<file path="config.mk">
export PLATFORM = sky130hd
export DESIGN_NAME = averager_sequencer
export DESIGN_NICKNAME = d
export VERILOG_FILES = /design/src/rtl/averager_pkg.sv /design/src/rtl/averager_frame_counter.sv /design/src/rtl/averager_sequencer.sv
export SDC_FILE = /design/constraint.sdc
export NUM_CORES = 1
export LEC_CHECK = 0
export BUFFER_PORTS_ARGS = -buffer_cell sky130_fd_sc_hd__buf_2
export CORE_ASPECT_RATIO = 1.75
export CORE_MARGIN = 8
export CORE_UTILIZATION = 50
export CTS_CLUSTER_SIZE = 16
export DETAILED_ROUTE_END_ITERATION = 10
export PLACE_DENSITY_LB_ADDON = 0.08
export SKIP_CTS_REPAIR_TIMING = 1
export SYNTH_ARGS = -nofsm -noshare
export SYNTH_HDL_FRONTEND = slang
export SYNTH_SLANG_ARGS = --single-unit
</file>
<file path="constraint.sdc">
create_clock -name clk -period 2.3 [get_ports clk]
set_input_delay 0.115 -clock clk [delete_from_list [all_inputs] [get_ports clk]]
set_output_delay 0.115 -clock clk [all_outputs]
set_load 0.01 [all_outputs]
</file>
<file path="src/rtl/averager_pkg.sv">
// -----------------------------------------------------------------------------
// averager_pkg
// Shared definitions for the averager sequencer slice:
//   seq_state_t    - sequencer FSM state encoding
//   COUNT_MAX_RST  - reset value of the frame-length output (all ones; sliced
//                    to FAST_COUNT_WIDTH by the user)
//   clamp_target   - maps a requested frame target of 0 to 1
// -----------------------------------------------------------------------------
package averager_pkg;

   typedef enum logic [2:0] {
      ST_IDLE        = 3'd0,
      ST_WAIT_FRAMES = 3'd1,
      ST_RESTART     = 3'd2,
      ST_WAIT_BUSY   = 3'd3,
      ST_WAIT_READY  = 3'd4,
      ST_DONE        = 3'd5
   } seq_state_t;

   // Wide enough for any sensible FAST_COUNT_WIDTH; users take the low bits.
   localparam logic [63:0] COUNT_MAX_RST = '1;

   // A target of zero frames would never complete, so it is run as one frame.
   function automatic logic [63:0] clamp_target(input logic [63:0] n);
      return (n == 64'd0) ? 64'd1 : n;
   endfunction

endpackage

</file>
<file path="src/rtl/averager_frame_counter.sv">
// -----------------------------------------------------------------------------
// averager_frame_counter
// Counts enabled sample strobes modulo (count_max+1); every wrap completes one
// frame. 'reached' is asserted combinationally on the strobe that completes
// frame number 'target' (target is assumed >= 1).
// Ports:
//   clk       - clock, rising edge
//   resetn    - asynchronous active-low reset, clears both counters
//   clear     - synchronous clear of both counters
//   en        - sample strobe to count
//   count_max - frame length minus 1
//   target    - number of frames to count
//   reached   - high on the strobe that completes the last frame
// -----------------------------------------------------------------------------
module averager_frame_counter #(
   parameter int FAST_COUNT_WIDTH = 13,
   parameter int SLOW_COUNT_WIDTH = 19
) (
   input  logic                        clk,
   input  logic                        resetn,
   input  logic                        clear,
   input  logic                        en,
   input  logic [FAST_COUNT_WIDTH-1:0] count_max,
   input  logic [SLOW_COUNT_WIDTH-1:0] target,
   output logic                        reached
);

   logic [FAST_COUNT_WIDTH-1:0] r_fast;
   logic [SLOW_COUNT_WIDTH-1:0] r_frames;
   logic                        w_wrap;
   logic [SLOW_COUNT_WIDTH-1:0] w_frames_inc;

   assign w_wrap       = en && (r_fast == count_max);
   assign w_frames_inc = r_frames + SLOW_COUNT_WIDTH'(1);
   // The wrapping strobe of the last frame: frames already done == target-1.
   assign reached      = w_wrap && (w_frames_inc == target);

   always_ff @(posedge clk or negedge resetn) begin
      if (!resetn) begin
         r_fast   <= '0;
         r_frames <= '0;
      end else if (clear) begin
         r_fast   <= '0;
         r_frames <= '0;
      end else if (en) begin
         if (w_wrap) begin
            r_fast   <= '0;
            r_frames <= w_frames_inc;
         end else begin
            r_fast   <= r_fast + FAST_COUNT_WIDTH'(1);
         end
      end
   end

endmodule

</file>
<file path="src/rtl/averager_sequencer.sv">
// -----------------------------------------------------------------------------
// averager_sequencer
// Sequences an averaging acquisition: waits for a programmed number of frames
// of ADC samples, pulses restart to the averager counter, waits for the counter
// to go busy (ready low) and then ready again, captures its average count and
// reports completion. Optionally re-arms after each completion.
//
// Ports:
//   clk, resetn        - clock (rising edge), asynchronous active-low reset
//   start              - one-cycle pulse, acted on only in IDLE
//   stop               - level abort back to IDLE, highest priority
//   continuous         - re-arm automatically after each DONE
//   n_target           - frames per acquisition (0 treated as 1)
//   count_max_in       - frame length minus 1, latched on start
//   clken_in           - ADC sample-valid strobe
//   ready, n_avg       - status from the averager counter
//   restart            - one-cycle restart pulse to the averager counter
//   clken              - clken_in gated by busy (combinational)
//   count_max          - latched frame length, stable while busy
//   busy, done         - status flags
//   n_avg_last         - n_avg captured at completion
//   run_count          - completed acquisitions, wraps at 2^32
//
// Build option AVERAGER_SEQUENCER_TIMEOUT_EN adds:
//   timeout_cycles     - max cycles for one stay in WAIT_BUSY/WAIT_READY (0 = off)
//   timeout_clr        - clears the sticky timeout flag
//   timeout            - sticky flag, set when a wait exceeded timeout_cycles
// -----------------------------------------------------------------------------
module averager_sequencer
   import averager_pkg::*;
#(
   parameter int FAST_COUNT_WIDTH = 13,
   parameter int SLOW_COUNT_WIDTH = 19
) (
   input  logic                        clk,
   input  logic                        resetn,
   input  logic                        start,
   input  logic                        stop,
   input  logic                        continuous,
   input  logic [SLOW_COUNT_WIDTH-1:0] n_target,
   input  logic [FAST_COUNT_WIDTH-1:0] count_max_in,
   input  logic                        clken_in,
   input  logic                        ready,
   input  logic [SLOW_COUNT_WIDTH-1:0] n_avg,
   output logic                        restart,
   output logic                        clken,
   output logic [FAST_COUNT_WIDTH-1:0] count_max,
   output logic                        busy,
   output logic                        done,
   output logic [SLOW_COUNT_WIDTH-1:0] n_avg_last,
   output logic [31:0]                 run_count
`ifdef AVERAGER_SEQUENCER_TIMEOUT_EN
   ,
   input  logic [31:0]                 timeout_cycles,
   input  logic                        timeout_clr,
   output logic                        timeout
`endif
);

   seq_state_t                  r_state;
   logic                        r_restart;
   logic                        r_busy;
   logic                        r_done;
   logic [FAST_COUNT_WIDTH-1:0] r_count_max;
   logic [SLOW_COUNT_WIDTH-1:0] r_target;
   logic [SLOW_COUNT_WIDTH-1:0] r_n_avg_last;
   logic [31:0]                 r_run_count;

   logic                        w_reached;
   logic                        w_frame_clear;
   logic                        w_frame_en;
   logic                        w_timeout_hit;
   logic [SLOW_COUNT_WIDTH-1:0] w_target_clamped;

   assign w_target_clamped = SLOW_COUNT_WIDTH'(clamp_target(64'(n_target)));

   // Frame counters only run in WAIT_FRAMES and are held at zero otherwise,
   // so every entry into WAIT_FRAMES starts from a clean count.
   assign w_frame_clear = (r_state != ST_WAIT_FRAMES);
   assign w_frame_en    = (r_state == ST_WAIT_FRAMES) && clken_in;

   averager_frame_counter #(
      .FAST_COUNT_WIDTH (FAST_COUNT_WIDTH),
      .SLOW_COUNT_WIDTH (SLOW_COUNT_WIDTH)
   ) u_frame_counter (
      .clk       (clk),
      .resetn    (resetn),
      .clear     (w_frame_clear),
      .en        (w_frame_en),
      .count_max (r_count_max),
      .target    (r_target),
      .reached   (w_reached)
   );

`ifdef AVERAGER_SEQUENCER_TIMEOUT_EN
   logic [31:0] r_wait_cnt;
   logic        r_timeout;
   logic        w_in_wait;

   assign w_in_wait     = (r_state == ST_WAIT_BUSY) || (r_state == ST_WAIT_READY);
   // r_wait_cnt holds (cycles already spent in this wait - 1); hitting
   // timeout_cycles means this cycle is one beyond the allowed stay.
   assign w_timeout_hit = w_in_wait && (timeout_cycles != 32'd0) &&
                          (r_wait_cnt == timeout_cycles);

   always_ff @(posedge clk or negedge resetn) begin
      if (!resetn) begin
         r_wait_cnt <= '0;
         r_timeout  <= 1'b0;
      end else begin
         // Leaving WAIT_BUSY for WAIT_READY starts a fresh stay.
         if (!w_in_wait || ((r_state == ST_WAIT_BUSY) && !ready))
            r_wait_cnt <= '0;
         else
            r_wait_cnt <= r_wait_cnt + 32'd1;

         if (w_timeout_hit && !stop)
            r_timeout <= 1'b1;
         else if (timeout_clr)
            r_timeout <= 1'b0;
      end
   end

   assign timeout = r_timeout;
`else
   assign w_timeout_hit = 1'b0;
`endif

   always_ff @(posedge clk or negedge resetn) begin
      if (!resetn) begin
         r_state      <= ST_IDLE;
         r_restart    <= 1'b0;
         r_busy       <= 1'b0;
         r_done       <= 1'b0;
         r_count_max  <= COUNT_MAX_RST[FAST_COUNT_WIDTH-1:0];
         r_target     <= SLOW_COUNT_WIDTH'(1);
         r_n_avg_last <= '0;
         r_run_count  <= '0;
      end else begin
         // Pulse outputs default low; only the entering transition raises them.
         r_restart <= 1'b0;
         r_done    <= 1'b0;
         if (stop) begin
            r_state <= ST_IDLE;
            r_busy  <= 1'b0;
         end else begin
            case (r_state)
               ST_IDLE: begin
                  if (start) begin
                     r_count_max <= count_max_in;
                     r_target    <= w_target_clamped;
                     r_state     <= ST_WAIT_FRAMES;
                     r_busy      <= 1'b1;
                  end
               end
               ST_WAIT_FRAMES: begin
                  if (w_reached) begin
                     r_state   <= ST_RESTART;
                     r_restart <= 1'b1;
                  end
               end
               ST_RESTART: begin
                  r_state <= ST_WAIT_BUSY;
               end
               ST_WAIT_BUSY: begin
                  if (w_timeout_hit) begin
                     r_state <= ST_IDLE;
                     r_busy  <= 1'b0;
                  end else if (!ready) begin
                     r_state <= ST_WAIT_READY;
                  end
               end
               ST_WAIT_READY: begin
                  if (w_timeout_hit) begin
                     r_state <= ST_IDLE;
                     r_busy  <= 1'b0;
                  end else if (ready) begin
                     r_n_avg_last <= n_avg;
                     r_run_count  <= r_run_count + 32'd1;
                     r_state      <= ST_DONE;
                     r_done       <= 1'b1;
                  end
               end
               ST_DONE: begin
                  if (continuous) begin
                     r_state <= ST_WAIT_FRAMES;
                  end else begin
                     r_state <= ST_IDLE;
                     r_busy  <= 1'b0;
                  end
               end
               default: begin
                  r_state <= ST_IDLE;
                  r_busy  <= 1'b0;
               end
            endcase
         end
      end
   end

   assign restart    = r_restart;
   assign busy       = r_busy;
   assign done       = r_done;
   assign count_max  = r_count_max;
   assign n_avg_last = r_n_avg_last;
   assign run_count  = r_run_count;
   // Zero-latency gating so the averager sees samples in the same cycle.
   assign clken      = clken_in & r_busy;

endmodule

</file>
Word-level counts from Yosys, hierarchy flattened

Index checks and enable logic that the tools add are counted.
W data, S select, Z words.

Add/sub/neg operators: 3
$mul: 0
Divide/modulo/power cells: 0
$lt $le $gt $ge: 0
Eq/ne operators: 14
Shifts and indexed selects: 0
Mux-type cells: 24
Bitwise operators: 2
Reductions and logical operators: 13

Operators with widths:

| cell                    | count |
|---|---|
| $mux W19                | 4 |
| $mux W13                | 3 |
| $add A32 B1 Y32 const B | 1 |
| $add A19 B1 Y19 const B | 1 |
| $eq A19 B19 Y1          | 1 |
| $logic_not A19 Y1       | 1 |
| $pmux W3 S6             | 1 |
| $mux W3                 | 5 |
| $add A13 B1 Y13 const B | 1 |
| $eq A13 B13 Y1          | 1 |
| $ne A3 B3 Y1 const B    | 4 |
| $mux W1                 | 10 |
| $reduce_and A3 Y1       | 3 |
| $eq A3 B2 Y1 const B    | 2 |
| $eq A3 B3 Y1 const B    | 2 |
| $reduce_and A4 Y1       | 1 |
| $reduce_bool A2 Y1      | 2 |
| $reduce_or A4 Y1        | 1 |
| $eq A3 B1 Y1 const B    | 1 |
| $logic_and A1 B1 Y1     | 3 |
| $logic_not A3 Y1        | 1 |
| $ne A3 B1 Y1 const B    | 1 |
| $ne A3 B2 Y1 const B    | 1 |
| $pmux W1 S3             | 1 |
| 4 further kinds         | 4 |

Register bits: 121
Latch bits: 0
Bits in writable memories: 0
Bits in read-only memories: 0
Input port bits: 58
Output and inout port bits: 68
Memories kept: 0

Depth between registers and ports, before layout

Gate-level depths: netlist (run 1).

Word-level depth: 7
Mapped depth: 10
Depth with buffers taken out: 8

Hierarchy

A second synthesis (run 1) with hierarchy kept.

Cells, all modules: 585
Area, all modules: 6052.1 um2

By module, submodules not included:

| module                 | times used | cells an instance | area each (um2) |
|---|---|---|---|
| averager_sequencer     | 1          | 325               | 3754.9 |
| averager_frame_counter | 1          | 260               | 2297.2 |

Worst setup path after synthesis (run 1)

Ideal clock, no wire load.

Kind: register -> register
Start: register r_state[1]
End: register r_state[0]
Setup time: 120 ps
Arrival: 2335 ps
Data required time: 2180 ps
Path slack: -155 ps
Cell stages (with the launch flop): 10
Cell sequence: dfrtp_1 -> buf_4 -> nor3b_4 -> nand4_1 -> or4_1 -> buf_2 -> or3_1 -> nor4_2 -> nand4_1 -> a31o_1

Word-level cells in the longest chain between the ends: 6
Elaborated cells between the ends (all ways): 16
Those cells by class: 9 x eq/ne; 2 x mux; 5 x reduce/logical

RTL lines:

| item                               | line                                                | source |
|---|---|---|
| from (decl)                        | averager_sequencer.sv:60                            | `seq_state_t r_state;` |
| from (signal assigned)             | averager_sequencer.sv:131                           | `r_state <= ST_IDLE;` |
| from (signal assigned)             | averager_sequencer.sv:144                           | `r_state <= ST_IDLE;` |
| from (signal assigned)             | averager_sequencer.sv:152                           | `r_state <= ST_WAIT_FRAMES;` |
| $eq A3 B1 Y1                       | averager_sequencer.sv:80, averager_sequencer.sv:147 |  |
| $logic_and A1 B1 Y1                | averager_sequencer.sv:80                            | `assign w_frame_en = (r_state == ST_WAIT_FRAMES) && clken_in;` |
| $logic_and A1 B1 Y1                | averager_frame_counter.sv:33                        | `assign w_wrap = en && (r_fast == count_max);` |
| $logic_and A1 B1 Y1                | averager_frame_counter.sv:36                        | `assign reached = w_wrap && (w_frames_inc == target);` |
| $ne A3 B2 Y1 (no source line)      | --                                                  |  |
| $reduce_and A4 Y1 (no source line) | --                                                  |  |

Several ways; a longest one is shown, not always the timed one.
A chain may end at the register's enable or synchronous reset.

Worst setup path after layout (run 1)

Start: register r_count_max[1], in the netlist count_max[1]
End: register r_state[0]

Word-level cells in the longest chain between the ends: 5

RTL lines:

| item                               | line                         | source |
|---|---|---|
| from (decl)                        | averager_sequencer.sv:64     | `logic [FAST_COUNT_WIDTH-1:0] r_count_max;` |
| from (signal assigned)             | averager_sequencer.sv:135    | `r_count_max <= COUNT_MAX_RST[FAST_COUNT_WIDTH-1:0];` |
| from (signal assigned)             | averager_sequencer.sv:150    | `r_count_max <= count_max_in;` |
| $eq A13 B13 Y1                     | averager_frame_counter.sv:33 |  |
| $logic_and A1 B1 Y1                | averager_frame_counter.sv:33 |  |
| $logic_and A1 B1 Y1                | averager_frame_counter.sv:36 |  |
| $ne A3 B2 Y1 (no source line)      | --                           |  |
| $reduce_and A4 Y1 (no source line) | --                           |  |

Every way passes these cells.

==> flow_summary.json, run 1 <==
{
  "core_region_area_um2": 11900,
  "clockBufferDepth": 2,
  "cts_sinks": 121,
  "ioPinCount": 126,
  "dp_hpwl_mm": 12.4,
  "hold_violations": 1,
  "final-setup-viol-count": 3,
  "synth_area_per_cell_um2": 10.1,
  "synth_top_cell_by_area": "dfrtp_1",
  "placed_cells": 927,
  "async_reset_ff_share_pct": 100,
  "synth_cell_types": 63,
  "violations": "negative hold slack, negative setup slack",
  "combPwrFrac_pct": 21.5,
  "wl_per_cell_um": 17.4,
  "synth_cells": 605,
  "cts_root_buf": "clkbuf_16",
  "cap_violations": 0,
  "finalNonFillerCells": 1013,
  "htree_levels": 4,
  "finish.net_count": 924,
  "synth_top_cell_area_share_pct": 43.9,
  "synth.most_common_cell": "dfrtp_1",
  "p_int_uw": 4720,
  "grt_pass1_vias": 5811,
  "cts_tree": "yes",
  "cp.required_ps": 2600,
  "syn_nets": 666,
  "status": "finished, violations left",
  "grt_use_total_pct": 21.7,
  "power.switching_uw": 1920,
  "cts_buffers": 17,
  "dr_total_vias": 5546,
  "grt-ovfl-total": 0,
  "ir_drop_v": 0.000629,
  "die_h_um": 162,
  "setup.worst_path.class": "reg -> reg",
  "leakagePower_uw": 0.00420,
  "ant_nets": 0,
  "finalWeightedCongestion": 0.882,
  "insertion_delay_ps": 420,
  "critical_path_peak_fanout": 2,
  "row_count": 53,
  "hold_path_depth": 3,
  "ys.flop_type": "dfrtp_1",
  "dr.pass1.iters": 4,
  "die_area_um2": 16100,
  "crit_arrival_ps": 2680,
  "numPortBuffers": 125,
  "layout_setup_ws_ps": -80.8,
  "diodes": 0,
  "yosys_warnings": 0,
  "drt_wl_total_mm": 17.7,
  "grt_pass1_wl_mm": 28.1,
  "grt_antenna_before_repair": 0,
  "tns_ps": -167,
  "clk_pin_slew_ps": 60,
  "area_growth_pct": 43.5,
  "ys_top_cells_by_area": "dfrtp_1 (44%), xnor2_1 (7.2%), nand2_1 (6.3%), mux2_2 (6.3%), dfstp_2 (6.0%)",
  "layout-drive-gt1-share_pct": 39.4,
  "max_slew_margin_pct": 53.3,
  "drc": 0,
  "worstSetupStartpointType": "register",
  "fin_crit_sh_pct": 104,
  "final-max-slew-violation-count": 0,
  "fillers": 866,
  "viasPerCell": 5.47,
  "powerDensity_nw_per_um2": 758,
  "min_path_type": "in -> reg",
  "rsz0062_at_grt": "yes",
  "p_seq_share_pct": 39.8,
  "worst_pin_slew_ps": 694,
  "clkPwrFrac_pct": 38.7,
  "r2r_cells": 7,
  "worst_setup_path_end_kind": "register",
  "grt_max_degree": 59,
  "fmax_ghz": 0.420,
  "synth_edf_count": 0,
  "synth_seq_area_share_pct": 49.9,
  "finalCriticalPeriod_ps": 2380,
  "clock_skew_ps": 10.6,
  "synth_commonest_cells": "dfrtp_1 (107), nand2_1 (102), xnor2_1 (50), mux2_2 (34), nor2_1 (32)",
  "synth_area_um2": 6100,
  "start_util_pct": 51.1,
  "post-place-ws_ps": -159,
  "synth-seq-cells": 121,
  "hold_ws_ps": -28.6,
  "power.share.switching_pct": 28.9,
  "die_x_um": 99.5,
  "dr.first_iter.drc_count": 200
}
[placed cells by master, fill, tap and decap left out, drive strengths merged, types with 18 or more instances in the layout]
| master | count |
|---|---|
| buf | 218 |
| clkbuf | 18 |
| dfrtp | 107 |
| dlygate4sd3 | 52 |
| mux2 | 34 |
| nand2 | 102 |
| nand3 | 26 |
| nand4 | 20 |
| nor2 | 33 |
| o21ai | 24 |
| xnor2 | 50 |
| xor2 | 28 |
[logic make-up (layout without fill, tap and decap cells)]
kind of cell	count (synthesis)	count (layout)	synth area share, %
AO/OA/AOI/OAI	71	71	7.54
adder cells (fa/ha/maj)	3	3	0.615
buffers and inverters	39	310	2.71
multiplexers	36	36	6.60
AND/OR/NAND/NOR	257	257	21.5
XOR/XNOR	78	78	11.2
flip-flops	121	121	49.9
[area by class of cell]
class	instances	area [µm²]	area share, %
multi-input cells	445	3070	35.1
flip-flops and latches	121	3050	34.8
repair buffers	270	1870	21.4
clock buffers	18	429	4.90
well taps	137	171	1.96
clock inverters	14	138	1.57
inverters	8	30.0	0.343
[metal layers]
metal / global-route usage (%) / up-vias / wire length [µm]
met1: 22.6 / 2691 / 6570
met4: 11.4 / 0 / 568
met5: 0 / - / 0
li1: - / 2631 / -
met3: 6.30 / 47 / 976
met2: 38.1 / 177 / 9540
[state kept, by name, summed over array words and instances, names as in the netlist]
register	cells
r_state	3
restart	1
run_count	32
n_avg_last	19
busy	1
u_frame_counter.r_frames	19
r_target	19
done	1
u_frame_counter.r_fast	13
count_max	13
[per-stage QoR]
| step | util [%] | total power, µW | instance area (µm²) | hold WS (ps) |
|---|---|---|---|---|
| finish | 73.4 | 6640 | 8760 | -28.6 |
| global route | 73.4 | 6930 | 8760 | 7.67 |
| CTS | 67.6 | 6540 | 8060 | -348 |
| detailed placement | 62.8 | 3950 | 7500 | 92.4 |
| global placement | 62.8 | 3920 | 7500 | 86.7 |
| floorplan | - | 3300 | 6140 | -181 |
[worst max-delay path, cell delays in order (launching register included)]
cell,delay (ps)
dfstp_2,540
xnor2_1,140
nand4_1,140
or4_4,550
or3_4,390
nor4_4,130
nand4_1,160
a31o_1,210
[final timing paths]
path,from,endpoint,slack (ps)
min in group asynchronous,resetn,u_frame_counter.r_frames[0],190
max in group asynchronous,resetn,r_target[0],1310
max,count_max[1],r_state[0],-80
max reg2reg,count_max[1],r_state[0],-80
min reg2reg,run_count[31],run_count[31],460
min,n_target[0],r_target[0],-30
[power groups by stage]
stage	Sequential [µW]	Combinational (µW)	Clock, µW
final	2640	1430	2570
after global routing	2670	1550	2700
after CTS	2640	1300	2610
after detailed placement	2660	1290	0
after global placement	2650	1270	0
after floorplan	2690	615	0
(Power assumes the default switching activity.)
==> inputs of run 2 (changes only) <==
--- a/config.mk
+++ b/config.mk
@@ -12,6 +12,7 @@
 export CTS_CLUSTER_SIZE = 16
 export DETAILED_ROUTE_END_ITERATION = 10
 export PLACE_DENSITY_LB_ADDON = 0.08
+export SETUP_SLACK_MARGIN = 0.05
 export SKIP_CTS_REPAIR_TIMING = 1
 export SYNTH_ARGS = -nofsm -noshare
 export SYNTH_HDL_FRONTEND = slang
==> run 2 against run 1 <==
Compared with the run above:
- the run still ends with negative hold slack, negative setup slack left
- combinational power is essentially flat
- clock skew shrank 3.9 ps
- non-clock buffer count shrank 3
- count of clock-buffer cells in the layout is the same
- first-iteration DRC count shrank 14%
- register-to-register slack lost 40 ps
- critical path type unchanged
==> flow_summary.json, run 2 (same netlist as run 1, synthesis figures left out) <==
{
  "drc": 0,
  "htree_levels": 4,
  "rsz0062_at_grt": "yes",
  "diodes": 0,
  "critical_path_peak_fanout": 2,
  "hold_violations": 1,
  "tns_ps": -211,
  "hold_ws_ps": -14.1,
  "cts_buffers": 17,
  "fmax_ghz": 0.412,
  "report.power.total_uw": 6540,
  "dr.first_iter.drc_count": 172,
  "dr_total_vias": 5561,
  "rrSetupSlack_ps": -120,
  "powerDensity_nw_per_um2": 747,
  "placed_cells": 924,
  "final_common_cell": "buf_2",
  "finalNonFillerCells": 1010,
  "drt_wl_total_mm": 17.8,
  "worstSetupStartpointType": "register",
  "cts_sinks": 121,
  "ant_nets": 0,
  "hold_path_depth": 3,
  "path_cells": "xnor2_2, nand4_1, or4_4, or3_4, nor4_4, nand4_1, a31o_1",
  "holdCritStartpoint": "n_target[0]",
  "clockBufferDepth": 2,
  "r2r_cells": 7,
  "row_count": 53,
  "area_growth_pct": 43.5,
  "finish.net_count": 921,
  "cpPeakStageDelay_ps": 560,
  "cp_top_family": "simple AND/OR/NAND/NOR gates",
  "max_slew_margin_pct": 47.6,
  "cts_root_buf": "clkbuf_16",
  "core_region_area_um2": 11900,
  "grt_pass1_vias": 5819,
  "ir_drop_v": 0.000637,
  "layout-drive-gt1-share_pct": 39.2,
  "r2r-start": "count_max[3]",
  "critical_path_buf_inv_count": 0,
  "largest_reg_flops": 32,
  "crit_arrival_ps": 2720,
  "finalCriticalPeriod_ps": 2420,
  "leakagePower_uw": 0.00420,
  "wl_per_cell_um": 17.6,
  "insertion_delay_ps": 410,
  "dp_hpwl_mm": 12.6,
  "final-max-slew-violation-count": 0,
  "grt-ovfl-total": 0,
  "status": "finished, violations left",
  "viasPerCell": 5.51,
  "cap_violations": 0,
  "setup.worst_path.class": "reg -> reg",
  "die_x_um": 99.5,
  "ioPinCount": 126,
  "final-setup-viol-count": 3,
  "grt_max_degree": 44,
  "violations": "negative hold slack, negative setup slack",
  "die_h_um": 162,
  "min_path_type": "in -> reg",
  "grt_use_total_pct": 21.9,
  "clk_pin_slew_ps": 60,
  "crit_top_cell": "nand4_1",
  "hold_path_end": "r_target[0]",
  "grt_pass1_wl_mm": 28.1,
  "cp.required_ps": 2590,
  "final_cell_mix": "buf_2 (124), dfrtp_1 (105), nand2_1 (102)",
  "finalWeightedCongestion": 0.900,
  "dr.pass1.iters": 5,
  "cts_tree": "yes",
  "worst_setup_path_end_kind": "register",
  "slowest_stage": "or4_4",
  "numPortBuffers": 125,
  "layout_setup_ws_ps": -124,
  "reg2reg_to": "r_state[0]",
  "start_util_pct": 51.1,
  "grt_antenna_before_repair": 0,
  "clock_skew_ps": 6.69,
  "die_area_um2": 16100,
  "fin_crit_sh_pct": 105,
  "post-place-ws_ps": -131,
  "worst_pin_slew_ps": 779
}
## run 2: cell types whose count changed in the layout (fill, tap and decap cells not counted), sizes merged
cell,change
buf,-4
bufinv,-1
clkinvlp,+1
dlygate4sd3,+1
## run 2: worst reg2reg max path, stage by stage, from the launching register on
cell and delay (ps):
dfstp_2 550, xnor2_2 130, nand4_1 140, or4_4 560, or3_4 390, nor4_4 140
nand4_1 180, a31o_1 220
## run 2: worst max-delay path by stage
stage,start,endpoint,depth (start not counted)
after CTS,count_max[1],r_state[0],7
after global placement,count_max[1],r_state[0],7
final,count_max[3],r_state[0],7
after global routing,u_frame_counter.r_frames[0],r_state[0],10
after detailed placement,count_max[1],r_state[0],7
after floorplan,count_max[0],r_state[0],8
## run 2: where the power goes
part / internal, µW / switching, µW
Combinational: 782 / 652
Clock: 1430 / 1040
Sequential: 2420 / 225
Total: 4630 / 1910
## run 2: layout make-up
cell class                      instances  area, µm²
Clock buffer                           18        439
Clock inverter                         14        115
Fill cell                             891       3180
Inverter                                8       30.0
Multi-Input combinational cell        445       3090
Sequential cell                       121       3050
Tap cell                              137        171
Timing Repair Buffer                  267       1860
## run 2: layer usage
metal	wire length, µm	part of all wire, %	GRT usage, %	vias up
li1	-	-	-	2621
met1	6460	36	22.1	2722
met2	9770	55	40.6	181
met3	998	5.6	5.92	37
met4	524	3.0	9.76	0
met5	0	0	0	-
## run 2: metrics by stage
step,utilization (%),area (µm²),hold slack (ps)
2_1_floorplan,-,6150,-181
3_3_place_gp,62.8,7490,142
3_5_place_dp,62.8,7490,155
4_1_cts,67.4,8050,-284
5_1_grt,73.4,8760,30.2
6_report,73.4,8760,-14.1
==> inputs of run 3 (changes only) <==
--- a/config.mk
+++ b/config.mk
@@ -7,8 +7,9 @@
 export LEC_CHECK = 0
 export BUFFER_PORTS_ARGS = -buffer_cell sky130_fd_sc_hd__buf_2
 export CORE_ASPECT_RATIO = 1.75
-export CORE_MARGIN = 8
-export CORE_UTILIZATION = 50
+export CORE_MARGIN = 5
+export CORE_UTILIZATION = 51
+export CTS_BUF_LIST = sky130_fd_sc_hd__clkbuf_8
 export CTS_CLUSTER_SIZE = 16
 export DETAILED_ROUTE_END_ITERATION = 10
 export PLACE_DENSITY_LB_ADDON = 0.08
==> run 3 against run 2 <==
Compared with the run above:
- the flow finishes with violations (negative setup slack)
- final area is 1.1% lower
- clock power is 16% lower
- clock skew up 7.0 ps
- maximum frequency is 0.55% lower
- setup slack worse by 13 ps
- total power fell by 6.0%
- final cell count rose by 0.50%
- via count increased by 0.18%
- register-to-register slack hardly changed
- core utilization fell by 0.40 points
- largest cell class unchanged
- count of clock-buffer cells in the layout is 1 lower
- critical path type unchanged
- hold slack better by 28 ps
==> flow_summary.json, run 3 (same netlist as run 1, synthesis figures left out) <==
{
  "hold_violations": 0,
  "crit_start": "count_max[2]",
  "dr_total_vias": 5571,
  "powerDensity_nw_per_um2": 710,
  "viasPerCell": 5.49,
  "fillers": 877,
  "cts_root_buf": "clkbuf_8",
  "htree_levels": 4,
  "final_cell_mix": "buf_2 (124), dfrtp_1 (107), nand2_1 (102)",
  "crit_arrival_ps": 2760,
  "cts_sinks": 121,
  "final_common_cell": "buf_2",
  "row_count": 53,
  "reg2reg_to": "r_state[0]",
  "finalCriticalPeriod_ps": 2440,
  "ff_latch_area_um2": 3050,
  "worstSetupStartpointType": "register",
  "leakagePower_uw": 0.00419,
  "drt_wl_total_mm": 16.9,
  "rsz0062_at_grt": "yes",
  "status": "finished, violations left",
  "numPortBuffers": 125,
  "placed_cell_area_um2": 7510,
  "layout-drive-gt1-share_pct": 38.7,
  "critical_path_peak_fanout": 3,
  "min_path_type": "in -> reg",
  "cts_buffers": 17,
  "start_util_pct": 51.4,
  "cap_violations": 0,
  "grt_pass1_wl_mm": 26.4,
  "drc": 0,
  "hold_path_depth": 3,
  "grt_max_degree": 45,
  "diodes": 0,
  "ioPinCount": 126,
  "max_slew_margin_pct": 50.7,
  "grt_use_total_pct": 23.2,
  "final-max-slew-violation-count": 0,
  "clockBufferDepth": 2,
  "grt_pass1_vias": 5557,
  "holdCritStartpoint": "ready",
  "worst_setup_path_end_kind": "register",
  "insertion_delay_ps": 440,
  "cts_tree": "yes",
  "dr.pass1.iters": 4,
  "clock_skew_ps": 13.7,
  "finish.net_count": 926,
  "area_growth_pct": 41.9,
  "worst_pin_slew_ps": 732,
  "post-place-ws_ps": -202,
  "fmax_ghz": 0.410,
  "die_area_um2": 14300,
  "placed_cells": 926,
  "r2r_cells": 7,
  "cp.required_ps": 2620,
  "finalNonFillerCells": 1015,
  "r2r-start": "count_max[2]",
  "hold_path_end": "r_state[2]",
  "die_h_um": 155,
  "dp_hpwl_mm": 12.0,
  "core_region_area_um2": 11900,
  "largest_reg_flops": 32,
  "setup.worst_path.class": "reg -> reg",
  "finalWeightedCongestion": 0.903,
  "wl_per_cell_um": 16.6,
  "grt-ovfl-total": 0,
  "fin_crit_sh_pct": 106,
  "die_x_um": 92.7,
  "layout_setup_ws_ps": -138,
  "grt_antenna_before_repair": 0,
  "ant_nets": 0,
  "ir_drop_v": 0.000626,
  "clk_pin_slew_ps": 80,
  "multiInputGateArea_um2": 3090,
  "rrSetupSlack_ps": -140,
  "final-setup-viol-count": 2,
  "dr.first_iter.drc_count": 198,
  "stdcell_area_um2": 8660,
  "violations": "negative setup slack"
}
run 3: cell types whose count changed in the layout (fill, tap and decap cells not counted), moves of 3 or more:
cell        delta
clkinvlp_4     -4
bufinv_16      +3
clkbuf_8      +16
o21ai_1        +3
buf_4          +5
clkbuf_16     -17
o21ai_2        -7
clkinv_4       +4
o21ai_0        +4
run 3: critical path: stages (launching register included):
cell	delay, ps
dfstp_2	560
xnor2_2	130
nand4_1	130
or4_4	570
or3_4	380
nor4_2	140
nand4_1	180
a31o_1	240
run 3: cell type report:
type                    instances  area share [%]
clock buffers                  17            2.70
clock inverters                15            2.21
inverters                       8           0.347
multi-input cells             445            35.7
flip-flops and latches        121            35.1
well taps                     137            1.98
repair buffers                272            22.0
run 3: how the worst max path moves through the flow:
stage | endpoint | cells after the start
after detailed placement | r_state[1] | 9
after floorplan | r_state[0] | 8
after global routing | r_state[0] | 7
after global placement | r_state[0] | 9
after CTS | r_state[1] | 9
final | r_state[0] | 7
run 3: per-stage QoR:
step / setup TNS (ps) / total power (µW) / utilization (%) / hold WS (ps)
2_1_floorplan: -142 / 3300 / - / -181
3_3_place_gp: -306 / 3910 / 63.3 / 128
3_5_place_dp: -1120 / 3940 / 63.3 / 120
4_1_cts: -1660 / 6020 / 66.8 / -356
5_1_grt: -496 / 6430 / 73.0 / 12.3
6_report: -212 / 6150 / 73.0 / 13.9
run 3: power breakdown:
part | internal (µW) | total, µW | switching (µW) | leakage [µW]
registers | 2420 | 2640 | 227 | 0.00157
logic | 798 | 1440 | 643 | 0.00240
clock network | 1100 | 2070 | 972 | 0.000215
run 3: routing by layer:
metal | GRT usage [%] | share of wire (%) | vias up
met5 | 0 | 0 | -
met1 | 25.8 | 38 | 2709
met2 | 42.2 | 54 | 176
met4 | 10.9 | 3.5 | 0
met3 | 4.14 | 4.7 | 55
li1 | - | - | 2631
